$ cat src/rtl/mips_mem_sequencer.sv
// Serialises a Harvard MIPS core's instruction fetch and optional data access onto one
// shared wait-stated memory port, releasing the core for exactly one enabled cycle per step.
module mips_mem_sequencer #(
    parameter int unsigned MAX_WAIT = 16,
    parameter int unsigned CNT_W    = 32
) (
    input  logic             clk,
    input  logic             reset,
    input  logic             cpu_active,
    output logic             cpu_clk_enable,
    input  logic [31:0]      cpu_instr_address,
    output logic [31:0]      cpu_instr_readdata,
    input  logic [31:0]      cpu_data_address,
    input  logic             cpu_data_read,
    input  logic             cpu_data_write,
    input  logic [31:0]      cpu_data_writedata,
    output logic [31:0]      cpu_data_readdata,
    output logic [31:0]      mem_address,
    output logic             mem_read,
    output logic             mem_write,
    output logic [31:0]      mem_writedata,
    input  logic [31:0]      mem_readdata,
    input  logic             mem_waitrequest,
    output logic [CNT_W-1:0] step_count,
    output logic             halted,
    output logic             error
);

    typedef enum logic [1:0] {FETCH, DATA, STEP, HALT} state_t;

    localparam int unsigned WAIT_W = $clog2(MAX_WAIT + 2);

    state_t            state;
    state_t            state_next;
    logic [WAIT_W-1:0] wait_cnt;
    logic              access;
    logic              load;
    logic              done;
    logic              timeout;

    // A store wins over a simultaneous load; that combination only flags error.
    always_comb begin
        load    = cpu_data_read && !cpu_data_write;
        access  = (state == FETCH) ||
                  ((state == DATA) && (cpu_data_read || cpu_data_write));
        done    = access && !mem_waitrequest;
        timeout = access && mem_waitrequest && (wait_cnt == WAIT_W'(MAX_WAIT));
    end

    always_ff @(posedge clk or negedge reset) begin
        if (!reset) begin
            state <= FETCH;
        end else begin
            state <= state_next;
        end
    end

    always_comb begin
        state_next = state;
        case (state)
            FETCH: begin
                if (timeout) begin
                    state_next = HALT;
                end else if (done) begin
                    state_next = DATA;
                end
            end
            DATA: begin
                if (!access) begin
                    state_next = STEP;
                end else if (timeout) begin
                    state_next = HALT;
                end else if (done) begin
                    state_next = STEP;
                end
            end
            STEP:    state_next = cpu_active ? FETCH : HALT;
            default: state_next = HALT;
        endcase
    end

    // Strobes are gated by reset so they fall asynchronously, not at the next edge.
    always_comb begin
        cpu_clk_enable = (state == STEP);
        mem_read       = 1'b0;
        mem_write      = 1'b0;
        mem_address    = '0;
        mem_writedata  = '0;
        if (reset) begin
            case (state)
                FETCH: begin
                    mem_read    = 1'b1;
                    mem_address = cpu_instr_address;
                end
                DATA: begin
                    if (cpu_data_write) begin
                        mem_write     = 1'b1;
                        mem_address   = cpu_data_address;
                        mem_writedata = cpu_data_writedata;
                    end else if (cpu_data_read) begin
                        mem_read    = 1'b1;
                        mem_address = cpu_data_address;
                    end
                end
                default: ;
            endcase
        end
    end

    always_ff @(posedge clk or negedge reset) begin
        if (!reset) begin
            wait_cnt           <= '0;
            cpu_instr_readdata <= '0;
            cpu_data_readdata  <= '0;
            step_count         <= '0;
            halted             <= 1'b0;
            error              <= 1'b0;
        end else begin
            if (access && mem_waitrequest && !timeout) begin
                wait_cnt <= wait_cnt + WAIT_W'(1);
            end else begin
                wait_cnt <= '0;
            end
            if ((state == FETCH) && done) begin
                cpu_instr_readdata <= mem_readdata;
            end
            if ((state == DATA) && load && done) begin
                cpu_data_readdata <= mem_readdata;
            end
            if (state == STEP) begin
                if (cpu_active) begin
                    step_count <= step_count + CNT_W'(1);
                end else begin
                    halted <= 1'b1;
                end
            end
            if (timeout || ((state == DATA) && cpu_data_read && cpu_data_write)) begin
                error <= 1'b1;
            end
        end
    end

endmodule

$ cat config.mk
export PLATFORM = sky130hd
export DESIGN_NAME = mips_mem_sequencer
export DESIGN_NICKNAME = d
export VERILOG_FILES = /design/src/rtl/mips_mem_sequencer.sv
export SDC_FILE = /design/constraint.sdc
export NUM_CORES = 1
export LEC_CHECK = 0
export ABC_AREA = 1
export CAP_MARGIN = 0
export CORE_MARGIN = 3
export CORE_UTILIZATION = 25
export DETAILED_ROUTE_END_ITERATION = 7
export GPL_ROUTABILITY_DRIVEN = 0
export PLACE_DENSITY = 0.65
export SKIP_CTS_REPAIR_TIMING = 1
export SYNTH_ARGS = -nofsm -noshare
export SYNTH_HDL_FRONTEND = slang
export SYNTH_SLANG_ARGS = --single-unit
$ cat constraint.sdc
create_clock -name clk -period 1.3 [get_ports clk]
set_input_delay 0.13 -clock clk [delete_from_list [all_inputs] [get_ports clk]]
set_output_delay 0.13 -clock clk [all_outputs]
set_load 0.005 [all_outputs]
# Yosys cells after proc, flatten, opt, wreduce, memory -nomap -nowiden
# Index checks and enable logic that the tools add are counted.
[totals]
reg_bits = 105
inputBits = 134
out_inout_bits = 165
wordCells = 58
[classes]
add_sub_neg = 2
n_eq_ne = 5
mux = 22
bitwise_logic = 1
n_reduce_logical = 21
[ops]
columns = ["cell", "n"]
rows = [
  ["32-bit 2-to-1 mux", 6],
  ["32-bit case mux with 2 select lines", 1],
  ["32-bit by 1-bit adder with 32-bit output (second input constant)", 1],
  ["2-bit 2-to-1 mux", 6],
  ["1-bit logical AND", 11],
  ["1-bit 2-to-1 mux", 6],
  ["2-bit case mux with 3 select lines", 1],
  ["2-bit AND reduction", 3],
  ["5-bit by 1-bit adder with 5-bit output (second input constant)", 1],
  ["5-bit equality test (second input constant)", 1],
  ["5-bit 2-to-1 mux", 1],
  ["4-bit != test (second input constant)", 1],
  ["1-bit logical NOT", 3],
  ["1-bit logical OR", 3],
  ["3-bit != test (second input constant)", 1],
  ["2-bit by 1-bit equality test with 1-bit output (second input constant)", 1],
  ["2-bit equality test (second input constant)", 1],
  ["2-bit logical NOT", 1],
  ["1-bit case mux with 2 select lines", 1],
  ["1-bit NOT", 1],
]

# Depth between registers and ports, before layout
# Gate-level depths: netlist of run 1.
[logic_depth]
word_depth = 8
mapped_depth = 10
ltp_nobuf = 9

# Least setup slack after synthesis of run 1
# No wires, ideal clock.
[synth_path]
path_kind = "reg2reg"
from = "register state[1]"
to = "register cpu_data_readdata[10]"
setup_time_ps = 117
arrival_time_ps = 1326
t_required_ps = 1183
path_slack_ps = -143
path_stages_with_launch = 8
path_buffers = 2
period_less_slack_ps = 1443
path_cell_list = "dfrtp_1 > nor2_4 > nand3_1 > or2_1 > buf_6 > buf_6 > nand2_1 > o21ai_2"
[synth_via]
elab_chain_cells = 5
word_cells_on_any_way = 7
cone_classes = "1 x eq/ne; 6 x reduce/logical"
[synth_rtl]
columns = ["element", "line", "rtl"]
rows = [
  ["start: declaration", "33", "state_t state;"],
  ["start signal: assignment", "54", "state <= state_next;"],
  ["2-bit by 1-bit equality test with 1-bit output", "45, 127", ""],
  ["1-bit logical AND", "45", "((state == DATA) && (cpu_data_read || cpu_data_write));"],
  ["1-bit logical OR", "44", "access = (state == FETCH) ||"],
  ["1-bit logical AND", "46", "done = access && !mem_waitrequest;"],
  ["1-bit logical AND *", "127", "if ((state == DATA) && load && done) begin"],
  ["end signal: assignment", "128", "cpu_data_readdata <= mem_readdata;"],
  ["end: declaration", "17", "output logic [31:0] cpu_data_readdata,"],
]
# Mark *: on every way between the ends. The rest lies on a longest branch, timed or not.
# A chain may end at the register's enable or synchronous reset.

# Final worst setup path of run 1
[layout_path]
from = "register state[1]"
to = "output mem_writedata[1]"
[layout_via]
elab_chain_cells = 3
[layout_rtl]
columns = ["element", "line", "rtl"]
rows = [
  ["2-bit by 1-bit equality test with 1-bit output", "90", "case (state)"],
  ["32-bit 2-to-1 mux", "90", ""],
  ["32-bit 2-to-1 mux", "89", "if (reset) begin"],
  ["end: declaration", "21", "output logic [31:0] mem_writedata,"],
]
# Every way passes these cells.

==> results of run 1 <==
path summary, 6_finish.rpt:
kind / cells after the start / start / slack, ps / end
max: 9 / state[1] / -630 / mem_writedata[1]
min reg2reg: 2 / cpu_data_readdata[21] / 480 / cpu_data_readdata[21]
min in group clk: 3 / mem_readdata[1] / 340 / cpu_data_readdata[1]
max in group asynchronous: 3 / reset / 700 / step_count[21]
min: 3 / reset / -30 / halted
max reg2reg: 8 / state[1] / -410 / cpu_data_readdata[28]
cell usage after synthesis, drive strengths merged:
cell / count
buf: 12
o211ai: 33
xnor2: 11
a21oi: 34
ha: 3
nor3: 5
and3: 1
nand4: 9
or2: 1
nor2: 75
clkbuf: 23
o21ai: 65
nand2: 165
o21bai: 1
nand3b: 1
xor2: 13
clkinv: 1
nand3: 32
dfrtp: 105
inv: 110
layout by cell type, fill, tap and decap left out, types with 17 or more instances in the layout:
master             n
nand2_1          153
o211ai_1          33
clkbuf_2          20
nor2_2            32
a21oi_2           17
clkdlybuf4s50_1  132
dfrtp_1          100
nand3_1           20
buf_6             18
buf_2             42
o21ai_1           17
clkbuf_16         18
o21ai_2           34
dlymetal6s2s_1   102
nor2_1            27
buf_4            115
inv_1            104
per-layer routing:
metal / vias up / share of wire, % / track usage (%)
met5: - / 0 / 0
li1: 3064 / - / -
met1: 2989 / 41 / 20.4
met3: 41 / 5.8 / 4.28
met2: 199 / 51 / 26.2
met4: 0 / 2.1 / 3.88
final cells by class:
cell class	instances	area, um2
sequential	105	2630
tap	275	344
inverter	111	424
fill	2029	10600
timing repair buffer	451	4450
multi-input combinational	449	2700
clock buffer	9	225
clock inverter	7	65.1
per-stage QoR:
step / util (%) / cells / setup slack, ps / instance area (um2)
after floorplan: - / 700 / -125 / 5710
final: 50.5 / 1407 / -635 / 10800
after global routing: 50.5 / 1407 / -744 / 10800
after CTS: 45.3 / 1329 / -960 / 9730
after detailed placement: 44.0 / 1313 / -636 / 9440
after global placement: 44.0 / 1313 / -634 / 9440
registers in the layout (all words and copies together), names as in the netlist:
signal              flops
cpu_data_readdata      32
cpu_instr_readdata     32
step_count             32
wait_cnt                5
state                   2
error                   1
halted                  1
logic make-up (layout without fill, tap and decap cells):
kind of cell             Yosys count  after routing  synth area share [%]
adder cells (fa/ha/maj)            3              3                 0.674
XOR/XNOR                          24             24                  3.77
flip-flops                       105            105                  47.2
AO/OA/AOI/OAI                    133            133                  15.6
AND/OR/NAND/NOR                  289            289                  21.8
buffers and inverters            146            578                  10.9
worst max-delay path: stages, from the launching register on:
cell	delay (ps)
dfrtp_2	430
nor2_4	140
inv_2	50
nor3_4	200
inv_2	70
buf_12	120
buf_12	130
buf_6	110
nor2_4	80
buf_2	120
power by group:
group | internal [W] | switching, W
registers | 0.00430 | 0.000592
logic | 0.00423 | 0.00325
clock network | 0.00134 | 0.00133
total | 0.00987 | 0.00517
==> results.py, run 1 <==
metrics = {
    "timing": {
        "period_share_pct": 149,
        "holdWs_ps": -34.6,
        "fmax_mhz": 517,
        "worst_slew_pin_slew_ps": 772,
        "setup_viol": 171,
        "grt_setup_unrepaired": "yes",
        "fin_crit_ps": 1930,
        "timing.final.ws_setup_ps": -635,
        "maxSlewViolCount": 0,
        "max_slew_margin_pct": 48.6,
        "report.final.hold_viol_count": 44,
        "clock_skew_ps": 11.4,
        "setup_tns_ps": -64390,
    },
    "synth": {
        "syn_area_um2": 5570,
        "yosysTopAreaCell": "dfrtp_1",
        "yosysTopAreaCellShare_pct": 47.2,
        "yosysUniqueCellTypes": 29,
        "synth-seq-cells": 105,
        "ys_seq_area_share_pct": 47.2,
        "avgSynthCellArea_um2": 7.96,
        "synth.net_count": 837,
        "yosysWarnings": 0,
        "syn_inst": 700,
        "synth.area.top_cells": "dfrtp_1 47%, nand2_1 11%, inv_1 7.2%",
    },
    "worst_setup_path": {
        "timing_worst_setup_path_type": "reg -> out",
        "startpoint_type": "flip-flop",
        "cp-end-kind": "output port",
        "cp_max_fo": 8,
        "crit_required_ps": 1170,
        "crit_arrival_ps": 1800,
    },
    "detailed_routing": {
        "drt_pass1_iterations": 4,
        "drt-initial-drc-count": 275,
        "drc": 0,
        "ant_nets": 0,
        "vias_per_cell": 4.47,
        "wirelength_um": 23000,
        "dr_total_vias": 6293,
        "post_drt_wl_per_cell_um": 16.4,
    },
    "cells_and_area": {
        "drive_above_1_share_pct": 32.9,
        "fin_nets": 1264,
        "syn_to_final_growth_pct": 94.6,
        "antenna_cells": 0,
    },
    "clock_network": {
        "cts_buffers": 9,
        "htree_num_levels": 3,
        "clk_path_buf_depth": 2,
        "cts_tree": "yes",
        "root_buffer": "clkbuf_16",
        "insertion_delay_ps": 350,
        "clkSlewWorstSetupHoldPaths_ps": 70,
        "cts_sinks": 105,
    },
    "die": {
        "start_util_pct": 25.9,
        "die_y_um": 155,
        "core-area_um2": 21500,
        "rows": 53,
        "fp.dieW_um": 155,
        "dieArea_um2": 24100,
        "ioPinCount": 299,
    },
    "global_routing": {
        "grt_pass1_wl_um": 30600,
        "grt_pass1_vias": 5687,
        "grt_util_all_layers_pct": 15.8,
        "antenna_found_initial": 0,
        "grt_overflow": 0,
        "grt_max_degree": 66,
    },
    "outcome": {
        "violations": "hold timing, setup timing",
        "status": "finished with violations",
    },
    "job": {
        "drv_cap": 0,
    },
    "power_and_ir_drop": {
        "vdd_drop_max_mv": 0.846,
        "leakage_nw": 6.43,
        "power_w": 0.0150,
        "power_per_cell_area_nw_per_um2": 1390,
    },
    "hold_path": {
        "hp-class": "in -> async",
    },
    "placed_design": {
        "io_buffers": 298,
        "dp_hpwl_um": 15000,
    },
}
No activity file was read; power rests on OpenSTA's default activity.
==> run 2: changes to the inputs <==
- TNS_END_PERCENT: unset -> 10
==> run 2 against run 1 <==
Against the previous run: the run ends with setup timing left; clock power down 1%; sequential power about the same; sequential share of layout area up 1.5 points; final area down 5.9%; combinational power down 9.1%; critical path type unchanged.
==> results.py, run 2 (same netlist as run 1, synthesis figures left out) <==
metrics = {
    "global_routing": {
        "grt_overflow": 0,
        "grt_pass1_wl_um": 29600,
        "grt_pass1_vias": 5630,
        "grt_max_degree": 58,
        "grt.met2_usage_pct": 25.2,
        "grt_util_all_layers_pct": 15.1,
        "use_met3_pct": 5.62,
        "grt_util_met1_pct": 18.9,
        "grt_busiest_layer": "met2",
        "antenna_found_initial": 0,
    },
    "cells_and_area": {
        "multi_input_area_um2": 2620,
        "layout_common_cells": "154 x nand2_1, 132 x clkdlybuf4s50_1, 104 x inv_1, 103 x dlymetal6s2s_1, 102 x dfrtp_1",
        "drive_above_1_share_pct": 26.1,
        "fin_util_pct": 47.5,
        "fillCellCount": 2092,
        "syn_to_final_growth_pct": 83.1,
        "antenna_cells": 0,
        "fin_nets": 1205,
        "final-seq-area_um2": 2630,
        "reg_top3": "cpu_data_readdata x32, cpu_instr_readdata x32, step_count x32",
        "layout_commonest_cell": "nand2_1",
        "design_area_um2": 10200,
    },
    "detailed_routing": {
        "drt-initial-drc-count": 265,
        "dr_total_vias": 5922,
        "wirelength_um": 19700,
        "post_drt_wl_per_cell_um": 14.7,
        "drt_pass1_iterations": 4,
        "vias_per_cell": 4.40,
        "drc": 0,
        "ant_nets": 0,
    },
    "timing": {
        "max_slew_margin_pct": 51.1,
        "fin_crit_ps": 1910,
        "report.final.hold_viol_count": 0,
        "timing.final.ws_setup_ps": -608,
        "maxSlewViolCount": 0,
        "worst_slew_pin_slew_ps": 733,
        "setup_viol": 169,
        "period_share_pct": 147,
        "clock_skew_ps": 12.1,
        "fmax_mhz": 524,
        "grt_setup_unrepaired": "yes",
    },
    "die": {
        "dieArea_um2": 24100,
        "die_y_um": 155,
        "rows": 53,
        "fp.dieW_um": 155,
        "core-area_um2": 21500,
        "ioPinCount": 299,
        "start_util_pct": 25.9,
    },
    "worst_setup_path": {
        "crit_arrival_ps": 1780,
        "timing_worst_setup_path_type": "reg -> out",
        "cpPeakStageDelay_ps": 400,
        "critical_path.most_common_cell": "buf_6",
        "cp-end-kind": "output port",
        "slowest_stage": "dfrtp_1",
        "cp_max_fo": 5,
        "crit_chain": "buf_6 -> nor2_4 -> buf_6 -> clkbuf_16 -> buf_6 -> buf_6 -> nand2_2 -> a21oi_2 -> buf_2",
        "startpoint_type": "flip-flop",
        "crit_required_ps": 1170,
        "path_delay_family": "buffers and inverters",
        "critPathBufInv": 6,
    },
    "outcome": {
        "violations": "setup timing",
        "status": "finished with violations",
    },
    "placed_design": {
        "dp_hpwl_um": 14300,
        "pre_cts_ws_ps": -614,
        "io_buffers": 298,
        "post_dp_cell_area_um2": 9370,
    },
    "clock_network": {
        "insertion_delay_ps": 350,
        "cts_sinks": 105,
        "root_buffer": "clkbuf_16",
        "clk_path_buf_depth": 2,
        "cts_tree": "yes",
        "cts_buffers": 9,
        "htree_num_levels": 3,
        "clkSlewWorstSetupHoldPaths_ps": 80,
    },
    "hold_path": {
        "hp-class": "in -> async",
    },
    "power_and_ir_drop": {
        "power_per_cell_area_nw_per_um2": 1400,
        "power_w": 0.0143,
        "leakage_nw": 6.04,
        "vdd_drop_max_mv": 0.827,
    },
    "job": {
        "drv_cap": 0,
    },
}
-- run 2: area by class of cell --
cell class / instances / area share (%)
clock buffers: 9 / 2.21
flip-flops and latches: 105 / 25.8
clock inverters: 6 / 0.515
repair buffers: 392 / 38.3
inverters: 111 / 4.11
multi-input cells: 449 / 25.7
well taps: 275 / 3.37
-- run 2: power breakdown --
part           internal [W]  switching, W  total (W)
clock network       0.00132       0.00130    0.00263
logic               0.00386       0.00294    0.00680
registers           0.00430      0.000597    0.00489
total               0.00948       0.00484     0.0143
-- run 2: worst register-to-register path, cell delays in order, from the launching register on --
cell and delay (ps):
dfrtp_1 400, buf_6 120, nor2_4 190, buf_6 140
clkbuf_16 120, buf_4 100, inv_2 30, buf_4 130
nor2_4 70, inv_2 60, buf_12 160, nand2_1 130
o21ai_0 80
-- run 2: layer usage --
metal,part of all wire [%],routed length [um]
met4,1.2,237
met1,43,8420
met2,48,9410
met3,8.5,1670
met5,0,0
-- run 2: path summary, 6_finish.rpt --
check	from	endpoint	slack (ps)	cells after the start
setup / recovery	state[0]	mem_address[27]	-610	9
hold / removal	reset	cpu_data_readdata[15]	8	3
setup reg to reg	state[0]	cpu_instr_readdata[26]	-550	12
hold reg to reg	halted	halted	470	1
max in group asynchronous	reset	cpu_instr_readdata[30]	750	3
min in group clk	mem_readdata[31]	cpu_data_readdata[31]	340	3
-- run 2: stage by stage --
stage          hold WS (ps)  setup TNS (ps)  std cells
2_1_floorplan          -166           -9700        700
3_3_place_gp            447          -67430       1312
3_5_place_dp            451          -70400       1312
4_1_cts                53.4         -100050       1327
5_1_grt                68.2          -81810       1347
6_report               8.18          -65800       1347
==> run 3: changes to the inputs <==
- CORE_UTILIZATION: 25 -> 36
- HOLD_SLACK_MARGIN: unset -> 0.06
- PLACE_DENSITY: 0.65 -> 0.85
==> run 3 against run 2 <==
Against the previous run: die area down 29%; non-clock buffer count down 20; critical endpoint is now cpu_data_readdata[21]; global-route usage is 5.1 points higher; via count down 0.47%; sequential cell count unchanged; sequential share of layout area grew 1.4 points; maximum frequency grew 5.6%; clock power fell by 2%; largest cell class unchanged; clock skew rose by 1.0 ps; hold slack better by 340 ps; the run still ends with setup timing left.
==> results.py, run 3 (same netlist as run 1, synthesis figures left out) <==
metrics = {
    "outcome": {
        "status": "finished with violations",
        "violations": "setup timing",
    },
    "cells_and_area": {
        "reg_top3": "cpu_data_readdata x32, cpu_instr_readdata x32, step_count x32",
        "instances_no_fill": 1237,
        "multi_input_area_um2": 2480,
        "drive_above_1_share_pct": 22.8,
        "syn_to_final_growth_pct": 73.9,
        "fillCellCount": 1182,
        "fin_nets": 1185,
        "antenna_cells": 0,
        "fin_util_pct": 65.4,
        "layout_commonest_cell": "nand2_1",
        "final-seq-area_um2": 2630,
        "layout_common_cells": "155 x nand2_1, 132 x clkdlybuf4s50_1, 107 x inv_1, 102 x dfrtp_1, 101 x dlymetal6s2s_1",
    },
    "worst_setup_path": {
        "cpPeakStageDelay_ps": 450,
        "cp-end-kind": "flip-flop",
        "startpoint_type": "flip-flop",
        "critPathBufInv": 3,
        "crit_required_ps": 1520,
        "timing_worst_setup_path_type": "reg -> reg",
        "crit_chain": "nor2_4 -> buf_4 -> buf_12 -> nand3_2 -> or2_2 -> buf_12 -> nand2_1 -> o21ai_2",
        "cp_max_fo": 64,
        "critical_path.most_common_cell": "buf_12",
        "path_delay_family": "simple AND/OR/NAND/NOR gates",
        "slowest_stage": "dfrtp_2",
        "crit_arrival_ps": 2020,
    },
    "clock_network": {
        "cts_sinks": 105,
        "cts_tree": "yes",
        "root_buffer": "clkbuf_16",
        "htree_num_levels": 3,
        "clkSlewWorstSetupHoldPaths_ps": 80,
        "insertion_delay_ps": 340,
        "cts_buffers": 9,
        "clk_path_buf_depth": 2,
    },
    "job": {
        "drv_cap": 0,
    },
    "global_routing": {
        "grt_overflow": 0,
        "grt_max_degree": 66,
        "antenna_found_initial": 0,
        "grt_pass1_vias": 5528,
        "grt_util_all_layers_pct": 20.2,
        "grt_pass1_wl_um": 27600,
    },
    "die": {
        "fp.dieW_um": 130,
        "core-area_um2": 14800,
        "dieArea_um2": 17000,
        "rows": 44,
        "die_y_um": 130,
        "ioPinCount": 299,
        "start_util_pct": 37.6,
    },
    "placed_design": {
        "pre_cts_ws_ps": -662,
        "dp_hpwl_um": 14000,
        "io_buffers": 298,
        "place_inst": 1212,
    },
    "timing": {
        "timing.final.ws_setup_ps": -506,
        "max_slew_margin_pct": 49.5,
        "period_share_pct": 139,
        "setup_viol": 169,
        "holdWs_ps": 353,
        "setup_tns_ps": -61280,
        "worst_slew_pin_slew_ps": 757,
        "fmax_mhz": 554,
        "grt_setup_unrepaired": "yes",
        "report.final.hold_viol_count": 0,
        "maxSlewViolCount": 0,
        "fin_crit_ps": 1810,
        "clock_skew_ps": 13.1,
    },
    "power_and_ir_drop": {
        "leakage_nw": 5.86,
        "power_per_cell_area_nw_per_um2": 1430,
        "p_comb_share_pct": 46.0,
        "pwr-share-clk_pct": 18.7,
        "vdd_drop_max_mv": 0.975,
        "p_int_w": 0.00918,
        "p_seq_share_pct": 35.2,
        "swShare_pct": 33.7,
        "power_switching_w": 0.00467,
    },
    "detailed_routing": {
        "drt-initial-drc-count": 335,
        "vias_per_cell": 4.76,
        "drt_pass1_iterations": 5,
        "drc": 0,
        "wirelength_um": 19200,
        "ant_nets": 0,
        "post_drt_wl_per_cell_um": 15.5,
        "dr_total_vias": 5894,
    },
    "hold_path": {
        "hp-class": "in -> reg",
    },
}
==> run 3: changes by cell type in the layout (fill, tap and decap cells not counted), sizes merged <==
cell	previous run	this run
buf	116	103
inv	113	114
dlymetal6s2s	103	101
clkbuf	50	45
dlygate4sd3	0	1
clkinv	3	2
==> run 3: per-stage QoR <==
step | power (W) | cell area, um2
final | 0.0138 | 9680
after global routing | 0.0148 | 9680
after CTS | 0.0141 | 9440
after detailed placement | 0.0114 | 9160
after global placement | 0.0112 | 9160
after floorplan | 0.00724 | 5580
==> run 3: worst reg2reg max path, delay by kind of cell (launching register included) <==
kind                   cells  cell delay, ps
and+or+nand+nor            4             710
AOI/OAI and AO/OA          1              60
buffers and inverters      3             480
DFF                        1             450
==> run 3: path summary, 6_finish.rpt <==
check | cells after the start | start | slack (ps) | endpoint
min reg2reg | 2 | cpu_data_readdata[29] | 480 | cpu_data_readdata[29]
max in group asynchronous | 4 | reset | 170 | step_count[20]
min in group asynchronous | 4 | reset | 540 | cpu_instr_readdata[9]
max | 8 | state[1] | -510 | cpu_data_readdata[21]
min | 3 | mem_readdata[31] | 350 | cpu_data_readdata[31]
max reg2reg | 8 | state[1] | -510 | cpu_data_readdata[21]
==> run 3: area by class of cell <==
class	instances	share of cell area, %
repair buffers	372	37.6
flip-flops and latches	105	27.2
multi-input cells	449	25.6
inverters	111	4.33
well taps	184	2.38
clock buffers	10	2.36
clock inverters	6	0.491
==> run 3: power by group through the flow <==
| stage | sequential [W] | combinational (W) | clock (W) |
|---|---|---|---|
| 3_3_place_gp | 0.00491 | 0.00631 | 0 |
| 4_1_cts | 0.00491 | 0.00649 | 0.00265 |
| 6_report | 0.00488 | 0.00637 | 0.00259 |
| 5_1_grt | 0.00500 | 0.00698 | 0.00279 |
| 2_1_floorplan | 0.00503 | 0.00220 | 0 |
| 3_5_place_dp | 0.00495 | 0.00646 | 0 |
==> run 3: layer usage <==
metal  wire length [um]  vias up  GRT usage (%)
li1                   -     2906              -
met4                529        0           6.05
met5                  0        -              0
met1               7650     2713           25.3
met2               9470      229           33.9
met3               1560       46           6.22
